$ cat src/rtl/router_port_tx.sv
// router_port_tx: byte FIFO plus serializer driving one router input lane (frame_n/valid_n/din)
module router_port_tx #(
  parameter int DATA_W     = 8,
  parameter int DEPTH      = 16,
  parameter int PAD_CYCLES = 5
) (
  input  logic              clock,
  input  logic              reset_n,
  input  logic              wr_en,
  input  logic [DATA_W-1:0] wr_data,
  input  logic              wr_last,
  output logic              wr_full,
  input  logic              tx_start,
  input  logic [3:0]        tx_addr,
  output logic              tx_busy,
  output logic              pkt_done,
  output logic              err_ovf,
  output logic              frame_n,
  output logic              valid_n,
  output logic              din
);
  localparam int PW   = $clog2(DEPTH);
  localparam int NW   = $clog2(DEPTH + 1);
  localparam int CMAX = (DATA_W > PAD_CYCLES) ? ((DATA_W > 4) ? DATA_W : 4)
                                              : ((PAD_CYCLES > 4) ? PAD_CYCLES : 4);
  localparam int CW   = $clog2(CMAX + 1);

  typedef enum logic [2:0] {IDLE, ADDR, PAD, DATA, DONE} state_t;

  logic [DATA_W:0]   mem [DEPTH];
  logic [PW-1:0]     wp, rp;
  logic [NW-1:0]     count, count_nx;
  logic              push, pop;
  logic [DATA_W:0]   head;

  state_t            state, nstate;
  logic [CW-1:0]     cnt, ncnt;
  logic [3:0]        addr, naddr;
  logic [DATA_W-1:0] shift, nshift;
  logic              last, nlast, loaded, nloaded, boundary;
  logic              frame_d, valid_d, din_d, busy_d, done_d;

  // space is judged on the registered count, so a same-cycle pop never makes room
  assign push     = wr_en && (count < NW'(DEPTH));
  assign head     = mem[rp];
  assign count_nx = count + NW'(push) - NW'(pop);

  // FIFO storage, no reset needed since the pointers define validity
  always_ff @(posedge clock) begin
    if (push) mem[wp] <= {wr_last, wr_data};
  end

  // FIFO pointers, occupancy, registered full flag and sticky overflow
  always_ff @(posedge clock or negedge reset_n) begin
    if (!reset_n) begin
      wp      <= '0;
      rp      <= '0;
      count   <= '0;
      wr_full <= 1'b0;
      err_ovf <= 1'b0;
    end else begin
      if (push) wp <= wp + PW'(1);
      if (pop) rp <= rp + PW'(1);
      count   <= count_nx;
      wr_full <= count_nx == NW'(DEPTH);
      err_ovf <= err_ovf | (wr_en & ~push);
    end
  end

  // state register; outputs are registered from the values of the state being entered
  always_ff @(posedge clock or negedge reset_n) begin
    if (!reset_n) begin
      state    <= IDLE;
      cnt      <= '0;
      addr     <= '0;
      shift    <= '0;
      last     <= 1'b0;
      loaded   <= 1'b0;
      frame_n  <= 1'b1;
      valid_n  <= 1'b1;
      din      <= 1'b0;
      tx_busy  <= 1'b0;
      pkt_done <= 1'b0;
    end else begin
      state    <= nstate;
      cnt      <= ncnt;
      addr     <= naddr;
      shift    <= nshift;
      last     <= nlast;
      loaded   <= nloaded;
      frame_n  <= frame_d;
      valid_n  <= valid_d;
      din      <= din_d;
      tx_busy  <= busy_d;
      pkt_done <= done_d;
    end
  end

  // next-state: a byte boundary either pops a whole entry or holds in underrun for a cycle
  always_comb begin
    nstate   = state;
    ncnt     = cnt;
    naddr    = addr;
    nshift   = shift;
    nlast    = last;
    nloaded  = loaded;
    boundary = 1'b0;
    pop      = 1'b0;
    case (state)
      IDLE, DONE: begin
        nstate = tx_start ? ADDR : IDLE;
        if (tx_start) begin
          ncnt    = '0;
          naddr   = tx_addr;
          nloaded = 1'b0;
        end
      end
      ADDR: begin
        nstate = (cnt == CW'(3)) ? PAD : ADDR;
        ncnt   = (cnt == CW'(3)) ? '0 : cnt + CW'(1);
      end
      PAD: begin
        boundary = cnt == CW'(PAD_CYCLES - 1);
        ncnt     = cnt + CW'(1);
      end
      DATA: begin
        if (!loaded) boundary = 1'b1;
        else if (cnt != CW'(DATA_W - 1)) begin
          ncnt   = cnt + CW'(1);
          nshift = shift >> 1;
        end else if (last) nstate = DONE;
        else boundary = 1'b1;
      end
      default: nstate = IDLE;
    endcase
    if (boundary) begin
      nstate  = DATA;
      ncnt    = '0;
      pop     = count != '0;
      nloaded = pop;
      if (pop) begin
        nshift = head[DATA_W-1:0];
        nlast  = head[DATA_W];
      end
    end
  end

  // output decode of the entered state; frame_n rises on the final bit of a last-flagged byte
  always_comb begin
    frame_d = 1'b1;
    valid_d = 1'b1;
    din_d   = 1'b0;
    busy_d  = nstate inside {ADDR, PAD, DATA};
    done_d  = nstate == DONE;
    case (nstate)
      ADDR: begin
        frame_d = 1'b0;
        din_d   = naddr[ncnt[1:0]];
      end
      PAD: begin
        frame_d = 1'b0;
        din_d   = 1'b1;
      end
      DATA: begin
        frame_d = nloaded && nlast && (ncnt == CW'(DATA_W - 1));
        valid_d = !nloaded;
        din_d   = nloaded && nshift[0];
      end
      default: ;
    endcase
  end
endmodule

$ cat config.mk
export PLATFORM = sky130hd
export DESIGN_NAME = router_port_tx
export DESIGN_NICKNAME = d
export VERILOG_FILES = /design/src/rtl/router_port_tx.sv
export SDC_FILE = /design/constraint.sdc
export NUM_CORES = 1
export LEC_CHECK = 0
export ABC_AREA = 1
export ABC_CLOCK_PERIOD_IN_PS = 5400
export CORE_MARGIN = 2
export CORE_UTILIZATION = 40
export CTS_BUF_LIST = sky130_fd_sc_hd__clkbuf_4 sky130_fd_sc_hd__clkbuf_8
export CTS_CLUSTER_SIZE = 28
export DETAILED_ROUTE_END_ITERATION = 10
export PLACE_DENSITY_LB_ADDON = 0.12
export SYNTH_ARGS = -nofsm -noshare
export SYNTH_HDL_FRONTEND = slang
export SYNTH_SLANG_ARGS = --single-unit
$ cat constraint.sdc
create_clock -name clock -period 5.4 [get_ports clock]
set_input_delay 0.81 -clock clock [delete_from_list [all_inputs] [get_ports clock]]
set_output_delay 0.81 -clock clock [all_outputs]
set_load 0.01 [all_outputs]
==> results.yml, run 1 <==
setup_path:
  r2r_cells: 17
  worstReg2RegStart: "cnt[0]$_DFF_PN0_"
  arrival_ns: 3.58
  worstSetupPathType: "in2reg"
  cp.required_ns: 5.79
  startpoint_type: "input pin"
  worstPathMaxFanout: 9
  r2r-end: "wr_full$_DFF_PN0_"
  cp-end-kind: "flip-flop"
  r2r_slack_ns: 2.36
clock_tree:
  cts_tree: "done"
  cts_root_buf: "clkbuf_8"
  cts_buffer_depth: 2
  numCtsBuffers: 17
  clkTransAtPathRegs_ns: 0.09
  post-cts-setup-buffers: 0
  cts_hold_buf: 0
  numClockSinks: 185
  h-tree-depth: 4
  post_cts_resized: 0
  clk_latency_ns: 0.46
timing:
  setup_tns_ns: 0
  final_max_slew_viol_count: 0
  setup_violations: 0
  worst_slack_ns: 2.21
  rsz0062_at_grt: "no"
  fin_skew_ns: 0.0128
  fin_crit_ns: 3.19
  fin_crit_sh_pct: 59.0
  timing.fmax_mhz: 314
  relSlewSlack_pct: 25.4
  hold_viol: 0
  tightest_slew_ns: 1.12
synth:
  ys_seq_elements: 185
  synth_edf_count: 144
  async_flop_share_pct: 22.2
  seq_area_frac_synth_pct: 67.9
  syn_avg_cell_area_um2: 11.5
  yosysWarningCount: 0
  ys.flop_type: "edfxtp_1"
  synth_cell_types: 38
  synth_area_mm2: 0.00789
  netlist_instances: 683
  syn_nets: 714
floorplanning:
  core_area_mm2: 0.0194
  die_h_um: 144
  num_io_pins: 24
  die_area_mm2: 0.0209
  die_w_um: 144
  rows: 51
  start_util_pct: 40.7
placement:
  port-buffer-count: 23
  pre_cts_slack_ns: 1.77
  hpwl_mm: 11.5
  gp_congestion: 0.820
global_route:
  grt_pass1_vias: 4984
  grt-ovfl-total: 0
  grt_max_degree: 75
  antenna_found_initial: 0
  grt_pass1_wl_mm: 28.6
  grt_usage_pct: 18.7
worst_hold_path:
  holdPathEnd: "addr[1]$_DFF_PN0_"
  hold_start: "addr[1]$_DFF_PN0_"
  hold_path_class: "reg2reg"
  hold_depth: 2
power:
  totalPowerFinal_uw: 4440
  p_leak_uw: 0.00315
  ir_drop_mv: 0.245
  power_density_mw_per_mm2: 510
cells_and_area:
  antenna_cells: 0
  nets: 731
  syn2layout_area_growth_pct: 10.6
  layout-drive-gt1-share_pct: 9.82
  final.fill_count: 1861
  post-route-util_pct: 44.9
routing:
  drt_iter0_drc: 311
  num_vias: 5071
  ant_nets: 0
  drtPass1Iterations: 4
  wirelength_mm: 18.3
  viasPerCell: 5.19
  route.detailed.drc: 0
  wire_per_inst_um: 18.7
outcome:
  outcome: "finished, final reports clean"
flow_run:
  maxCapViolations: 0
==> how the worst max path moves through the flow <==
stage | startpoint | end | slack [ns] | cells after the start
3_5_place_dp | wr_en | wr_full$_DFF_PN0_ | 1.77 | 14
4_1_cts | wr_en | wr_full$_DFF_PN0_ | 2.25 | 14
3_3_place_gp | wr_en | wr_full$_DFF_PN0_ | 1.81 | 14
6_report | wr_en | wr_full$_DFF_PN0_ | 2.21 | 14
2_1_floorplan | cnt[0]$_DFF_PN0_ | wr_full$_DFF_PN0_ | 2.47 | 19
5_1_grt | wr_en | wr_full$_DFF_PN0_ | 2.03 | 14
==> metrics by stage <==
step | cell area, um^2 | instances | hold slack (ns)
CTS | 8720 | 978 | 0.496
global placement | 8330 | 946 | 0.467
finish | 8720 | 978 | 0.495
floorplan | 7890 | 683 | 0.445
global route | 8720 | 978 | 0.515
detailed placement | 8330 | 946 | 0.472
==> cells by family after synthesis <==
kind of cell	share of synthesized area [%]
and+or+nand+nor	15.3
DFF	67.9
AOI/OAI and AO/OA	9.27
buffers and inverters	4.16
adders and majority gates	2.32
xor gates and xnor gates	1.11
==> cell usage after synthesis, types with 3 or more instances <==
master / n / area share (%)
edfxtp_1: 144 / 55
nor2_1: 114 / 5.4
nand2_1: 89 / 4.2
o21ai_0: 75 / 4.8
inv_1: 41 / 2.0
nand3_1: 41 / 2.6
dfrtp_1: 39 / 12
o221ai_1: 21 / 2.3
clkbuf_1: 18 / 0.86
ha_1: 13 / 2.1
xor2_1: 10 / 1.1
nand2_2: 7 / 0.56
nand3_2: 7 / 0.89
o21ai_1: 7 / 0.44
inv_2: 6 / 0.29
o22ai_1: 6 / 0.48
a21oi_1: 5 / 0.32
buf_2: 5 / 0.32
nor3_1: 5 / 0.32
o211ai_1: 5 / 0.48
buf_4: 3 / 0.29
or2_2: 3 / 0.24
==> sequential cells by signal, indices dropped and copies added (netlist names) <==
name and count:
state 3, count 5, din 1, rp 4
cnt 4, shift 8, pkt_done 1, mem 144
valid_n 1, frame_n 1, tx_busy 1, loaded 1
err_ovf 1, last 1, wr_full 1, addr 4
wp 4
==> layer usage <==
metal  vias to the layer above  track usage (%)  wire length (um)
met1                      2501             27.2              8880
met3                        24             3.28               749
met5                         -                0                 0
li1                       2420                -                 -
met2                       126             28.9              8360
met4                         0             5.67               291
==> where the power goes <==
| part | switching (uW) | leakage, uW | internal (uW) |
|---|---|---|---|
| Combinational | 1120 | 0.00117 | 516 |
| Clock | 488 | 0.000192 | 439 |
| Sequential | 131 | 0.00179 | 1740 |
| Total | 1740 | 0.00315 | 2700 |
==> worst max-delay path, cell delays in order <==
cell and delay [ns]:
clkdlybuf4s50_1 0.45, inv_1 0.05, nor2_1 0.53, inv_1 0.11, ha_1 0.30, inv_1 0.04, ha_1 0.20, fa_1 0.40
a21oi_1 0.16, nor2_1 0.05, nor2_1 0.11, xor2_1 0.21, nand2_1 0.07, nor2_1 0.09
==> area by class of cell <==
type / instances / area (um^2) / share of cell area (%)
clock buffer: 22 / 272 / 3.11
multi-input combinational: 421 / 2210 / 25.3
inverter: 49 / 186 / 2.14
sequential: 185 / 5350 / 61.4
clock inverter: 10 / 121 / 1.39
tap: 265 / 332 / 3.80
timing repair buffer: 26 / 248 / 2.84
==> cells in the final DEF, fill, tap and decap left out, types with 5 or more instances in the layout <==
cell type / n
inv_2: 6
a21oi_1: 5
clkbuf_8: 17
o21ai_1: 7
clkbuf_4: 5
o21ai_0: 75
nand2_2: 7
nand2_1: 89
ha_1: 13
nor2_1: 114
o221ai_1: 21
inv_1: 41
clkdlybuf4s50_1: 22
dfrtp_1: 38
nand3_2: 7
xor2_1: 10
nand3_1: 41
edfxtp_1: 144
o211ai_1: 5
o22ai_1: 6
nor3_1: 5
(Power assumes the default switching activity.)
==> run 2: changes to the inputs <==
ABC_CLOCK_PERIOD_IN_PS = 2600   (was 5400)
clock period = 2.6 ns   (was 5.4 ns; I/O delays follow)
==> run 2 against run 1 <==
Critical path depth up 2. Highest routed layer unchanged. Final cell count is 4.1% higher. Total power increased by 120%. Largest cell class unchanged. Sequential power is 100% higher. Clock skew is 0.00070 ns lower. Setup slack worse by 2.2 ns. Count of clock-buffer cells in the layout fell by 4. Register-to-register slack got worse by 2.3 ns. Hold slack got worse by 0.43 ns. Final area is 4.5% higher. Global-route usage decreased by 0.41 points.
==> results.yml, run 2 (synthesis results as in run 1) <==
outcome:
  outcome: "finished, final reports clean"
setup_path:
  crit_path_start: "cnt[0]$_DFF_PN0_"
  cp.required_ns: 2.99
  startpoint_type: "flip-flop"
  worstSetupPathType: "reg2reg"
  cp-end-kind: "flip-flop"
  worstPathMaxFanout: 4
  worstReg2RegStart: "cnt[0]$_DFF_PN0_"
  arrival_ns: 2.93
global_route:
  antenna_found_initial: 0
  grt_usage_pct: 18.3
  grt_pass1_wl_mm: 28.2
  grt-ovfl-total: 0
  grt_pass1_vias: 5080
  grt_max_degree: 75
cells_and_area:
  antenna_cells: 0
  nets: 771
  most-common-layout-cells: "edfxtp_1, nor2_1, nand2_1, o21ai_0"
  layout-drive-gt1-share_pct: 15.5
  final_cell_count_no_fill: 1018
  syn2layout_area_growth_pct: 15.5
  layout_commonest_cell: "edfxtp_1"
  final_cell_area_mm2: 0.00911
  reg_top3: "mem: 144 flops, shift: 8 flops, count: 5 flops"
  largest_reg_flops: 144
  largest-register: "mem"
power:
  power_density_mw_per_mm2: 1050
  totalPowerFinal_uw: 9570
  p_leak_uw: 0.00336
  ir_drop_mv: 0.409
placement:
  gp_congestion: 0.872
  hpwl_mm: 11.5
  dp_cells: 979
  port-buffer-count: 23
  placed_area_mm2: 0.00866
timing:
  fin_skew_ns: 0.0121
  timing.fmax_mhz: 394
  relSlewSlack_pct: 36.6
  final_max_slew_viol_count: 0
  hold_viol: 0
  setup_violations: 0
  rsz0062_at_grt: "yes"
  whs_ns: 0.0667
  setup_tns_ns: 0
  tightest_slew_ns: 0.951
  fin_crit_ns: 2.54
  fin_crit_sh_pct: 97.6
clock_tree:
  cts_buffer_depth: 2
  clk_latency_ns: 0.46
  numClockSinks: 185
  h-tree-depth: 4
  numCtsBuffers: 17
  cts_hold_buf: 0
  cts_root_buf: "clkbuf_8"
  clkTransAtPathRegs_ns: 0.09
  cts_tree: "done"
floorplanning:
  die_h_um: 144
  start_util_pct: 40.7
  die_w_um: 144
  num_io_pins: 24
  die_area_mm2: 0.0209
  core_area_mm2: 0.0194
  rows: 51
routing:
  num_vias: 5174
  wirelength_mm: 18.2
  ant_nets: 0
  route.detailed.drc: 0
  drtPass1Iterations: 5
  wire_per_inst_um: 17.8
  viasPerCell: 5.08
  drt_iter0_drc: 377
flow_run:
  maxCapViolations: 0
worst_hold_path:
  hold_path_class: "in2async"
## run 2: cell types whose count changed in the layout (fill, tap and decap cells not counted), sizes merged
| cell | delta |
|---|---|
| buf | +40 |
| clkbuf | -4 |
| inv | +4 |
## run 2: area by class of cell
class	count	area (um^2)
fill	1785	10300
sequential	185	5360
multi-input combinational	421	2260
timing repair buffer	66	586
tap	265	332
clock buffer	18	241
inverter	49	186
clock inverter	14	145
## run 2: what timing repair did
| item | 4_1_cts | 5_1_grt |
|---|---|---|
| pin swaps | 5 | 2 |
| endpoints found under the setup margin | 1 | 2 |
| gates resized for setup | 2 | 0 |
| buffers inserted | 3 | 4 |
## run 2: final timing paths
check	to	slack, ns	cells after the start
hold / removal	state[0]$_DFF_PN0_	0.07	1
max in group asynchronous	cnt[0]$_DFF_PN0_	1.88	1
setup / recovery	wr_full$_DFF_PN0_	0.06	16
hold reg to reg	err_ovf$_DFF_PN0_	0.49	1
min in group clock	err_ovf$_DFF_PN0_	0.49	1
setup reg to reg	wr_full$_DFF_PN0_	0.06	16
## run 2: worst max-delay path, stage by stage, from the launching register on
cell	delay (ns)
dfrtp_2	0.45
ha_4	0.18
nand3_4	0.06
nand2_2	0.06
nand3_2	0.09
nand2_4	0.07
nand2_4	0.08
inv_4	0.04
ha_4	0.25
inv_2	0.03
ha_4	0.15
fa_2	0.34
buf_4	0.14
xor2_1	0.15
nor3_1	0.21
nand2_1	0.08
nor2_1	0.08
## run 2: per-stage QoR
stage,utilization [%],setup slack [ns]
after floorplan,-,-0.170
after global placement,44.7,-0.0699
after detailed placement,44.7,-0.106
after CTS,46.8,0.0158
after global routing,46.9,-0.130
final,46.9,0.0622
## run 2: per-layer routing
| layer | global-route usage [%] | wire length [um] | vias to the layer above |
|---|---|---|---|
| li1 | - | - | 2495 |
| met1 | 25.5 | 8560 | 2554 |
| met2 | 29.4 | 8580 | 107 |
| met3 | 3.08 | 691 | 18 |
| met4 | 6.08 | 332 | 0 |
| met5 | 0 | 0 | - |
## run 2: report_power, final
group | leakage (uW) | switching, uW | internal (uW)
combinational | 0.00139 | 2430 | 1380
sequential | 0.00178 | 216 | 3620
clock | 0.000189 | 1040 | 871
